$ cat src/rtl/ps2_host_tx.sv
// rtl/ps2_host_tx.sv - PS/2 host-to-device command byte transmitter
//
// Sends one byte (8 data bits LSB first, odd parity, stop, device ACK) to a
// PS/2 keyboard or mouse. Both lines are open-drain: the top level ties a line
// to 0 when its *_oe output is high and leaves it at Z otherwise.
//
// Optional build macro: PS2_TX_GLITCH_FILTER_EN
//   When it is defined, the synchronized ps2_clk goes through a debounce filter.
//   The filter output changes only after the new level has held for
//   FILTER_CYCLES consecutive cycles, so each edge arrives FILTER_CYCLES cycles
//   later. When it is undefined, edges come straight from the synchronizer.
//
// Parameters:
//   INHIBIT_CYCLES  cycles ps2_clk is held low before request-to-send
//   TIMEOUT_CYCLES  watchdog limit counted from clock release to end of ACK
//   FILTER_CYCLES   stable cycles the ps2_clk filter requires
//
// Ports:
//   clk_i            system clock
//   reset_i          asynchronous active-high reset
//   tx_data_i        byte to send
//   tx_valid_i       send request; the byte is accepted when tx_valid_i && tx_ready_o
//   tx_ready_o       high only when idle
//   ps2_clk_in_i     level sampled at the ps2_clk pad
//   ps2_data_in_i    level sampled at the ps2_data pad
//   ps2_clk_oe_o     1 pulls ps2_clk low
//   ps2_data_oe_o    1 pulls ps2_data low
//   busy_o           high whenever a transfer is in progress
//   tx_done_o        one-cycle pulse after the device ACKs
//   tx_error_o       one-cycle pulse on NACK or watchdog timeout

module ps2_host_tx #(
    parameter int INHIBIT_CYCLES = 10000,
    parameter int TIMEOUT_CYCLES = 2000000,
    parameter int FILTER_CYCLES  = 8
) (
    input  logic       clk_i,
    input  logic       reset_i,
    input  logic [7:0] tx_data_i,
    input  logic       tx_valid_i,
    output logic       tx_ready_o,
    input  logic       ps2_clk_in_i,
    input  logic       ps2_data_in_i,
    output logic       ps2_clk_oe_o,
    output logic       ps2_data_oe_o,
    output logic       busy_o,
    output logic       tx_done_o,
    output logic       tx_error_o
);

    localparam int IW = $clog2(INHIBIT_CYCLES + 1);
    localparam int WW = $clog2(TIMEOUT_CYCLES + 1);

    localparam logic [IW-1:0] INH_LAST = IW'(INHIBIT_CYCLES - 1);
    localparam logic [IW-1:0] INH_MAX  = IW'(INHIBIT_CYCLES);
    localparam logic [WW-1:0] WD_LAST  = WW'(TIMEOUT_CYCLES - 1);
    localparam logic [WW-1:0] WD_MAX   = WW'(TIMEOUT_CYCLES);

    typedef enum logic [3:0] {
        S_IDLE,
        S_INHIBIT,
        S_RTS,
        S_DATA,
        S_PARITY,
        S_STOP,
        S_ACK,
        S_WAIT_IDLE,
        S_ERROR
    } state_t;

    // ------------------------------------------------------------------
    // Pad synchronizers. They reset to 1 (idle bus level) so that leaving
    // reset can never look like a falling edge.
    // ------------------------------------------------------------------
    logic [1:0] clk_sync_q;
    logic [1:0] data_sync_q;
    logic       clk_s;
    logic       data_s;

    always_ff @(posedge clk_i or posedge reset_i) begin
        if (reset_i) begin
            clk_sync_q  <= 2'b11;
            data_sync_q <= 2'b11;
        end else begin
            clk_sync_q  <= {clk_sync_q[0], ps2_clk_in_i};
            data_sync_q <= {data_sync_q[0], ps2_data_in_i};
        end
    end

    assign clk_s  = clk_sync_q[1];
    assign data_s = data_sync_q[1];

    // ------------------------------------------------------------------
    // Clock level used for edge detection (optionally debounced)
    // ------------------------------------------------------------------
    logic clk_lvl;

`ifdef PS2_TX_GLITCH_FILTER_EN
    localparam int FW = $clog2(FILTER_CYCLES + 1);
    localparam logic [FW-1:0] FLT_LAST = FW'(FILTER_CYCLES - 1);

    logic          flt_q;
    logic          flt_d;
    logic [FW-1:0] fcnt_q;
    logic [FW-1:0] fcnt_d;

    // fcnt counts consecutive cycles on which the input differs from the
    // filtered level; any cycle that agrees restarts the count.
    always_comb begin
        flt_d  = flt_q;
        fcnt_d = '0;
        if (clk_s != flt_q) begin
            if (fcnt_q >= FLT_LAST) begin
                flt_d  = clk_s;
                fcnt_d = '0;
            end else begin
                fcnt_d = fcnt_q + 1'b1;
            end
        end
    end

    always_ff @(posedge clk_i or posedge reset_i) begin
        if (reset_i) begin
            flt_q  <= 1'b1;
            fcnt_q <= '0;
        end else begin
            flt_q  <= flt_d;
            fcnt_q <= fcnt_d;
        end
    end

    assign clk_lvl = flt_q;
`else
    logic unused_filter;
    assign unused_filter = ^FILTER_CYCLES;
    assign clk_lvl       = clk_s;
`endif

    logic clk_prev_q;
    logic clk_fall;

    always_ff @(posedge clk_i or posedge reset_i) begin
        if (reset_i) begin
            clk_prev_q <= 1'b1;
        end else begin
            clk_prev_q <= clk_lvl;
        end
    end

    assign clk_fall = clk_prev_q & ~clk_lvl;

    // ------------------------------------------------------------------
    // Transfer FSM
    // ------------------------------------------------------------------
    state_t        state_q,   state_d;
    logic [7:0]    shreg_q,   shreg_d;
    logic          par_q,     par_d;
    logic [3:0]    bitcnt_q,  bitcnt_d;
    logic [IW-1:0] inh_q,     inh_d;
    logic [WW-1:0] wd_q,      wd_d;
    logic          clk_oe_q,  clk_oe_d;
    logic          data_oe_q, data_oe_d;
    logic          done_q,    done_d;
    logic          err_q,     err_d;
    logic          ok_q,      ok_d;
    logic          wd_active;

    always_ff @(posedge clk_i or posedge reset_i) begin
        if (reset_i) begin
            state_q   <= S_IDLE;
            shreg_q   <= '0;
            par_q     <= 1'b0;
            bitcnt_q  <= '0;
            inh_q     <= '0;
            wd_q      <= '0;
            clk_oe_q  <= 1'b0;
            data_oe_q <= 1'b0;
            done_q    <= 1'b0;
            err_q     <= 1'b0;
            ok_q      <= 1'b0;
        end else begin
            state_q   <= state_d;
            shreg_q   <= shreg_d;
            par_q     <= par_d;
            bitcnt_q  <= bitcnt_d;
            inh_q     <= inh_d;
            wd_q      <= wd_d;
            clk_oe_q  <= clk_oe_d;
            data_oe_q <= data_oe_d;
            done_q    <= done_d;
            err_q     <= err_d;
            ok_q      <= ok_d;
        end
    end

    assign wd_active = (state_q == S_RTS)    || (state_q == S_DATA) ||
                       (state_q == S_PARITY) || (state_q == S_STOP) ||
                       (state_q == S_ACK)    || (state_q == S_WAIT_IDLE);

    always_comb begin
        state_d   = state_q;
        shreg_d   = shreg_q;
        par_d     = par_q;
        bitcnt_d  = bitcnt_q;
        inh_d     = inh_q;
        wd_d      = wd_q;
        clk_oe_d  = clk_oe_q;
        data_oe_d = data_oe_q;
        done_d    = 1'b0;
        err_d     = 1'b0;
        ok_d      = ok_q;

        if (wd_active && (wd_q != WD_MAX)) begin
            wd_d = wd_q + 1'b1;
        end

        case (state_q)
            S_IDLE: begin
                if (tx_valid_i) begin
                    shreg_d   = tx_data_i;
                    par_d     = ~^tx_data_i;
                    bitcnt_d  = '0;
                    inh_d     = '0;
                    ok_d      = 1'b0;
                    clk_oe_d  = 1'b1;
                    data_oe_d = 1'b0;
                    state_d   = S_INHIBIT;
                end
            end

            S_INHIBIT: begin
                if (inh_q >= INH_LAST) begin
                    clk_oe_d  = 1'b0;
                    data_oe_d = 1'b1;
                    wd_d      = '0;
                    state_d   = S_RTS;
                end else if (inh_q != INH_MAX) begin
                    inh_d = inh_q + 1'b1;
                end
            end

            // The first falling edge after release already carries bit 0,
            // so it is put out here rather than one edge later.
            S_RTS: begin
                if (clk_fall) begin
                    data_oe_d = ~shreg_q[0];
                    shreg_d   = {1'b0, shreg_q[7:1]};
                    bitcnt_d  = 4'd1;
                    state_d   = S_DATA;
                end
            end

            S_DATA: begin
                if (clk_fall) begin
                    data_oe_d = ~shreg_q[0];
                    shreg_d   = {1'b0, shreg_q[7:1]};
                    if (bitcnt_q != 4'd8) begin
                        bitcnt_d = bitcnt_q + 1'b1;
                    end
                    if (bitcnt_q == 4'd7) begin
                        state_d = S_PARITY;
                    end
                end
            end

            S_PARITY: begin
                if (clk_fall) begin
                    data_oe_d = ~par_q;
                    state_d   = S_STOP;
                end
            end

            S_STOP: begin
                if (clk_fall) begin
                    data_oe_d = 1'b0;
                    state_d   = S_ACK;
                end
            end

            S_ACK: begin
                if (clk_fall) begin
                    if (!data_s) begin
                        ok_d    = 1'b1;
                        state_d = S_WAIT_IDLE;
                    end else begin
                        clk_oe_d  = 1'b0;
                        data_oe_d = 1'b0;
                        state_d   = S_ERROR;
                    end
                end
            end

            // Extra clock edges here are ignored; only the idle bus matters.
            S_WAIT_IDLE: begin
                if (clk_lvl && data_s) begin
                    done_d  = ok_q;
                    err_d   = ~ok_q;
                    state_d = S_IDLE;
                end
            end

            S_ERROR: begin
                clk_oe_d  = 1'b0;
                data_oe_d = 1'b0;
                err_d     = 1'b1;
                state_d   = S_IDLE;
            end

            default: begin
                clk_oe_d  = 1'b0;
                data_oe_d = 1'b0;
                state_d   = S_IDLE;
            end
        endcase

        // Watchdog expiry overrides whatever the edge logic decided this cycle.
        if (wd_active && (wd_q >= WD_LAST)) begin
            clk_oe_d  = 1'b0;
            data_oe_d = 1'b0;
            done_d    = 1'b0;
            err_d     = 1'b0;
            state_d   = S_ERROR;
        end
    end

    assign tx_ready_o    = (state_q == S_IDLE);
    assign busy_o        = (state_q != S_IDLE);
    assign ps2_clk_oe_o  = clk_oe_q;
    assign ps2_data_oe_o = data_oe_q;
    assign tx_done_o     = done_q;
    assign tx_error_o    = err_q;

endmodule

$ cat config.mk
export PLATFORM = sky130hd
export DESIGN_NAME = ps2_host_tx
export DESIGN_NICKNAME = d
export VERILOG_FILES = /design/src/rtl/ps2_host_tx.sv
export SDC_FILE = /design/constraint.sdc
export NUM_CORES = 1
export LEC_CHECK = 0
export ABC_CLOCK_PERIOD_IN_PS = 3900
export BUFFER_PORTS_ARGS = -buffer_cell sky130_fd_sc_hd__clkbuf_2
export CORE_ASPECT_RATIO = 2
export CORE_MARGIN = 8
export CORE_UTILIZATION = 55
export CTS_CLUSTER_DIAMETER = 200
export DETAILED_ROUTE_END_ITERATION = 6
export MAX_ROUTING_LAYER = met4
export PLACE_DENSITY = 0.73
export RECOVER_POWER = 25
export REMOVE_ABC_BUFFERS = 1
export SLEW_MARGIN = 10
export SYNTH_ARGS = -nofsm -noshare
export SYNTH_HDL_FRONTEND = slang
export SYNTH_SLANG_ARGS = --single-unit
$ cat constraint.sdc
create_clock -name clk_i -period 3.9 [get_ports clk_i]
set_input_delay 0.78 -clock clk_i [delete_from_list [all_inputs] [get_ports clk_i]]
set_output_delay 0.78 -clock clk_i [all_outputs]
set_load 0.005 [all_outputs]
==> impl_summary.md <==
Outcome
The run finished with clean final reports.

Yosys
The synthesized area per cell is 9.54 sq um. The async set-or-reset flop fraction in the synthesized netlist is between 90% and 100%. The synthesized design contains 0 enable-type register cells.

The cell count after synthesis is 369. After synthesis, flip-flops and latches occupy 44.3% of the total area. After synthesis the netlist holds a flip-flop and latch count of 62. The flip-flop cell with the highest count after synthesis is sky130_fd_sc_hd__dfrtp_1. The post-synthesis instance area is between 3000 and 4000 sq um. The number of distinct library cells after synthesis is 62. The Yosys step of the flow raised 0 warnings.

Finish
The final layout contains 406 nets. The utilization after layout is between 60% and 70%. The fraction of final layout cells sized beyond drive strength 1 is between 15 and 20%. The post-route cell area is just under 4000 sq um.

The number of diodes added for antenna fixing is 0. Relative to the synthesized area, the layout overhead comes to 12.0%.

Drt
The routed layout has ~2800 vias. The detailed-route vias per instance is between 5 and 6. The total DRC errors in the routed layout is 0.

The number of design-rule violations left by the first detailed-router iteration is approximately 150. The routed wire length per instance is between 15 and 20 um. For this block, the routed nets add up to between 7000 and 8000 um of wire. The first detailed-routing pass took 4 iterations.

The final antenna-violating net count is 0.

STA
The transition time of the tightest slew-check pin is just under 1 ns. The portion of the clock cycle consumed by the worst path in the final layout is about three fifths. The routed design could run at a clock period as short as approximately 2.4 ns. Setup slack on the critical path of the routed design comes to roughly 1.5 ns. Derived from the worst setup path, the maximum achievable clock frequency is approximately 420 MHz.

The number of slew-limit violations in the final report is 0. Setup violations remaining at the end of the flow were counted as 0. The hold violation total from the final report is 0. For the final routed database, the setup TNS stands at 0 ns. Setup repair after global routing left no endpoint under its margin. Measured against its own limit, the worst slew margin works out to between 30% and 40%. For the final database, setup skew stands at between 0.006 and 0.007 ns.

Global route
The first global-routing pass estimated ~13000 um of wire. Entering global routing, the biggest net connects 38 pins. The total routing usage reported by global routing is a little under a fifth.

The number of antenna violations at the first check in global routing is 0. The via count of the first global-routing pass was between 2000 and 3000. Summed over all layers, the global routing overflow is 0.

Critical path
Traced cell by cell, the critical path runs through nor2_1, nand2_1, inv_2, and2_1, buf_4, a21oi_2, a41o_1, o21bai_1, o221a_1. The worst setup path is launched from a flop. The number of buffers and inverters on the critical path is 2.

The worst-path maximum fanout is 18. The worst setup path is captured at a flop. The largest individual stage delay along the critical path comes from the cell sky130_fd_sc_hd__dfrtp_1. The largest single stage delay on the critical path is 0.57 ns. The critical path class is reg2reg.

STA puts the critical path data required time at ~4.1 ns. The top cell family by delay on the critical path is compound AO/OA/AOI/OAI gates. The data arrival time at the worst-slack endpoint is 2.59 ns.

Run
The tool flagged a number of max-cap violations equal to 0.

Floorplanning
The number of rows created at floorplan is slightly above 40. The die covers between 9000 and 10000 sq um. During I/O placement, the number of pins put on the boundary was 19. The core region area is 6260 sq um. The overall die height is around 130 um. Once the floorplan was initialized, standard cells occupied ~56% of the core. The chip width is between 70 and 80 um.

Placement
After legalization and detailed placement, the total HPWL measured ~5700 um. The number of buffers added on ports is 18. Prior to clock tree synthesis, the placed netlist has a worst setup slack of roughly 1.5 ns. The final RePlAce weighted congestion is 0.994. The post-placement cell area is between 3000 and 4000 sq um.

Clocking
After clock tree synthesis, the clock-pin slew on the worst setup and hold paths is ~0.050 ns. The H-tree was split into 3 levels. For this design, the CTS-stage hold fixing added 0 buffers.

The CTS buffer count is 9. The number of clock sinks is 62. After clock tree synthesis, the repair step resized 0 gates. In this run the post-CTS setup repair buffer count came out at 0. The CTS tree is built. For the worst-skew pair, the clock arrives at the later sink with an insertion delay of around 0.33 ns.

The maximum clock insertion buffer count is 2. The cell chosen for the clock root is sky130_fd_sc_hd__clkbuf_16.

Power
The worst-case IR drop observed on VDD is about 0.38 mV. The design draws approximately 2.6 mW. Summed over all cells, the static leakage comes to approximately 1.7 nW. The power per unit of standard cell area is ~650 nW/um^2.

Min path
The path type of the worst min-delay path is reg2reg.
==> per-stage QoR <==
step                std cells  hold slack, ns
finish                    478           0.354
global route              478           0.356
CTS                       478           0.355
detailed placement        462           0.348
global placement          462           0.345
floorplan                 353           0.345
==> worst reg2reg max path: stages (launching register included) <==
cell and delay [ns]:
sky130_fd_sc_hd__dfrtp_1 0.57, sky130_fd_sc_hd__nor2_1 0.17, sky130_fd_sc_hd__nand2_1 0.13, sky130_fd_sc_hd__inv_2 0.05
sky130_fd_sc_hd__and2_1 0.15, sky130_fd_sc_hd__buf_4 0.18, sky130_fd_sc_hd__a21oi_2 0.51, sky130_fd_sc_hd__a41o_1 0.30
sky130_fd_sc_hd__o21bai_1 0.09, sky130_fd_sc_hd__o221a_1 0.11
==> cell usage in the layout, fill, tap and decap left out, types with 5 or more instances in the layout <==
master | netlist | routed
sky130_fd_sc_hd__nand4_1 | 12 | 12
sky130_fd_sc_hd__ha_1 | 6 | 6
sky130_fd_sc_hd__dfrtp_1 | 57 | 57
sky130_fd_sc_hd__clkbuf_2 | 0 | 18
sky130_fd_sc_hd__nor2_1 | 50 | 50
sky130_fd_sc_hd__xnor2_1 | 19 | 19
sky130_fd_sc_hd__xor2_1 | 16 | 16
sky130_fd_sc_hd__nand3_1 | 20 | 20
sky130_fd_sc_hd__inv_1 | 14 | 14
sky130_fd_sc_hd__mux2i_1 | 13 | 13
sky130_fd_sc_hd__buf_4 | 3 | 5
sky130_fd_sc_hd__a21oi_1 | 6 | 6
sky130_fd_sc_hd__nand2_1 | 33 | 33
sky130_fd_sc_hd__clkbuf_16 | 0 | 9
sky130_fd_sc_hd__o21ai_0 | 20 | 20
sky130_fd_sc_hd__nor3_1 | 5 | 5
==> sequential cells by signal, indices dropped and copies added, names as in the netlist <==
signal	cells
bitcnt_q	4
clk_prev_q	1
clk_sync_q	2
data_sync_q	2
inh_q	14
ok_q	1
par_q	1
ps2_clk_oe_o	1
ps2_data_oe_o	1
shreg_q	8
state_q	4
tx_done_o	1
tx_error_o	1
wd_q	21
==> per-layer routing <==
layer | track usage, % | up-vias | routed length [um]
li1 | - | 1335 | -
met1 | 19.0 | 1333 | 2840
met2 | 31.3 | 54 | 4190
met3 | 4.57 | 29 | 278
met4 | 12.8 | 0 | 364
met5 | - | - | 0
==> cell usage after synthesis (4+ instances only) <==
library cell,number,area share [%]
sky130_fd_sc_hd__a21oi_1,6,0.85
sky130_fd_sc_hd__ha_1,6,2.1
sky130_fd_sc_hd__mux2i_1,13,3.7
sky130_fd_sc_hd__dfrtp_1,57,41
sky130_fd_sc_hd__and4_1,4,1.0
sky130_fd_sc_hd__nand2b_1,4,0.71
sky130_fd_sc_hd__nand2_1,33,3.5
sky130_fd_sc_hd__o21ai_1,4,0.57
sky130_fd_sc_hd__nand4_1,12,2.1
sky130_fd_sc_hd__clkbuf_1,9,0.96
sky130_fd_sc_hd__dfstp_2,5,3.7
sky130_fd_sc_hd__xnor2_1,19,4.7
sky130_fd_sc_hd__xor2_1,16,4.0
sky130_fd_sc_hd__buf_2,4,0.57
sky130_fd_sc_hd__nor3_1,5,0.71
sky130_fd_sc_hd__nor4_2,4,1.4
sky130_fd_sc_hd__nor2_1,50,5.3
sky130_fd_sc_hd__nand3_1,20,2.8
sky130_fd_sc_hd__o21ai_0,20,2.8
sky130_fd_sc_hd__inv_1,14,1.5
==> final cells by class <==
| type | count | area, sq um |
|---|---|---|
| Fill cell | 562 | 2320 |
| Multi-Input combinational cell | 276 | 1830 |
| Sequential cell | 62 | 1560 |
| Clock buffer | 14 | 254 |
| Timing Repair Buffer | 23 | 128 |
| Tap cell | 86 | 108 |
| Inverter | 15 | 56.3 |
| Clock inverter | 2 | 10.0 |
==> power breakdown <==
| group | leakage [nW] | switching (mW) | internal (mW) | total [mW] |
|---|---|---|---|---|
| logic | 0.796 | 0.542 | 0.379 | 0.920 |
| clock network | 0.131 | 0.261 | 0.444 | 0.705 |
| registers | 0.809 | 0.167 | 0.790 | 0.957 |
==> final timing paths <==
kind / to / slack, ns / cells past startpoint / startpoint
max: bitcnt_q[2] / 1.53 / 9 / state_q[1]
min: data_sync_q[1] / 0.35 / 0 / data_sync_q[0]
max reg2reg: bitcnt_q[2] / 1.53 / 9 / state_q[1]
min reg2reg: data_sync_q[1] / 0.35 / 0 / data_sync_q[0]
max in group asynchronous: data_sync_q[1] / 2.18 / 3 / reset_i
min in group asynchronous: shreg_q[7] / 0.65 / 2 / reset_i
==> kinds of logic (layout without fill, tap and decap cells) <==
family                     after synthesis  after routing  synth area share (%)
adders and majority gates                6              6                  2.13
AOI/OAI and AO/OA                       61             61                  12.9
xor gates and xnor gates                35             35                  8.71
muxes                                   13             13                  3.70
and+or+nand+nor                        161            161                  24.5
buffers and inverters                   31             54                  3.77
DFF                                     62             62                  44.3
Power figures use the tool's default switching activity.
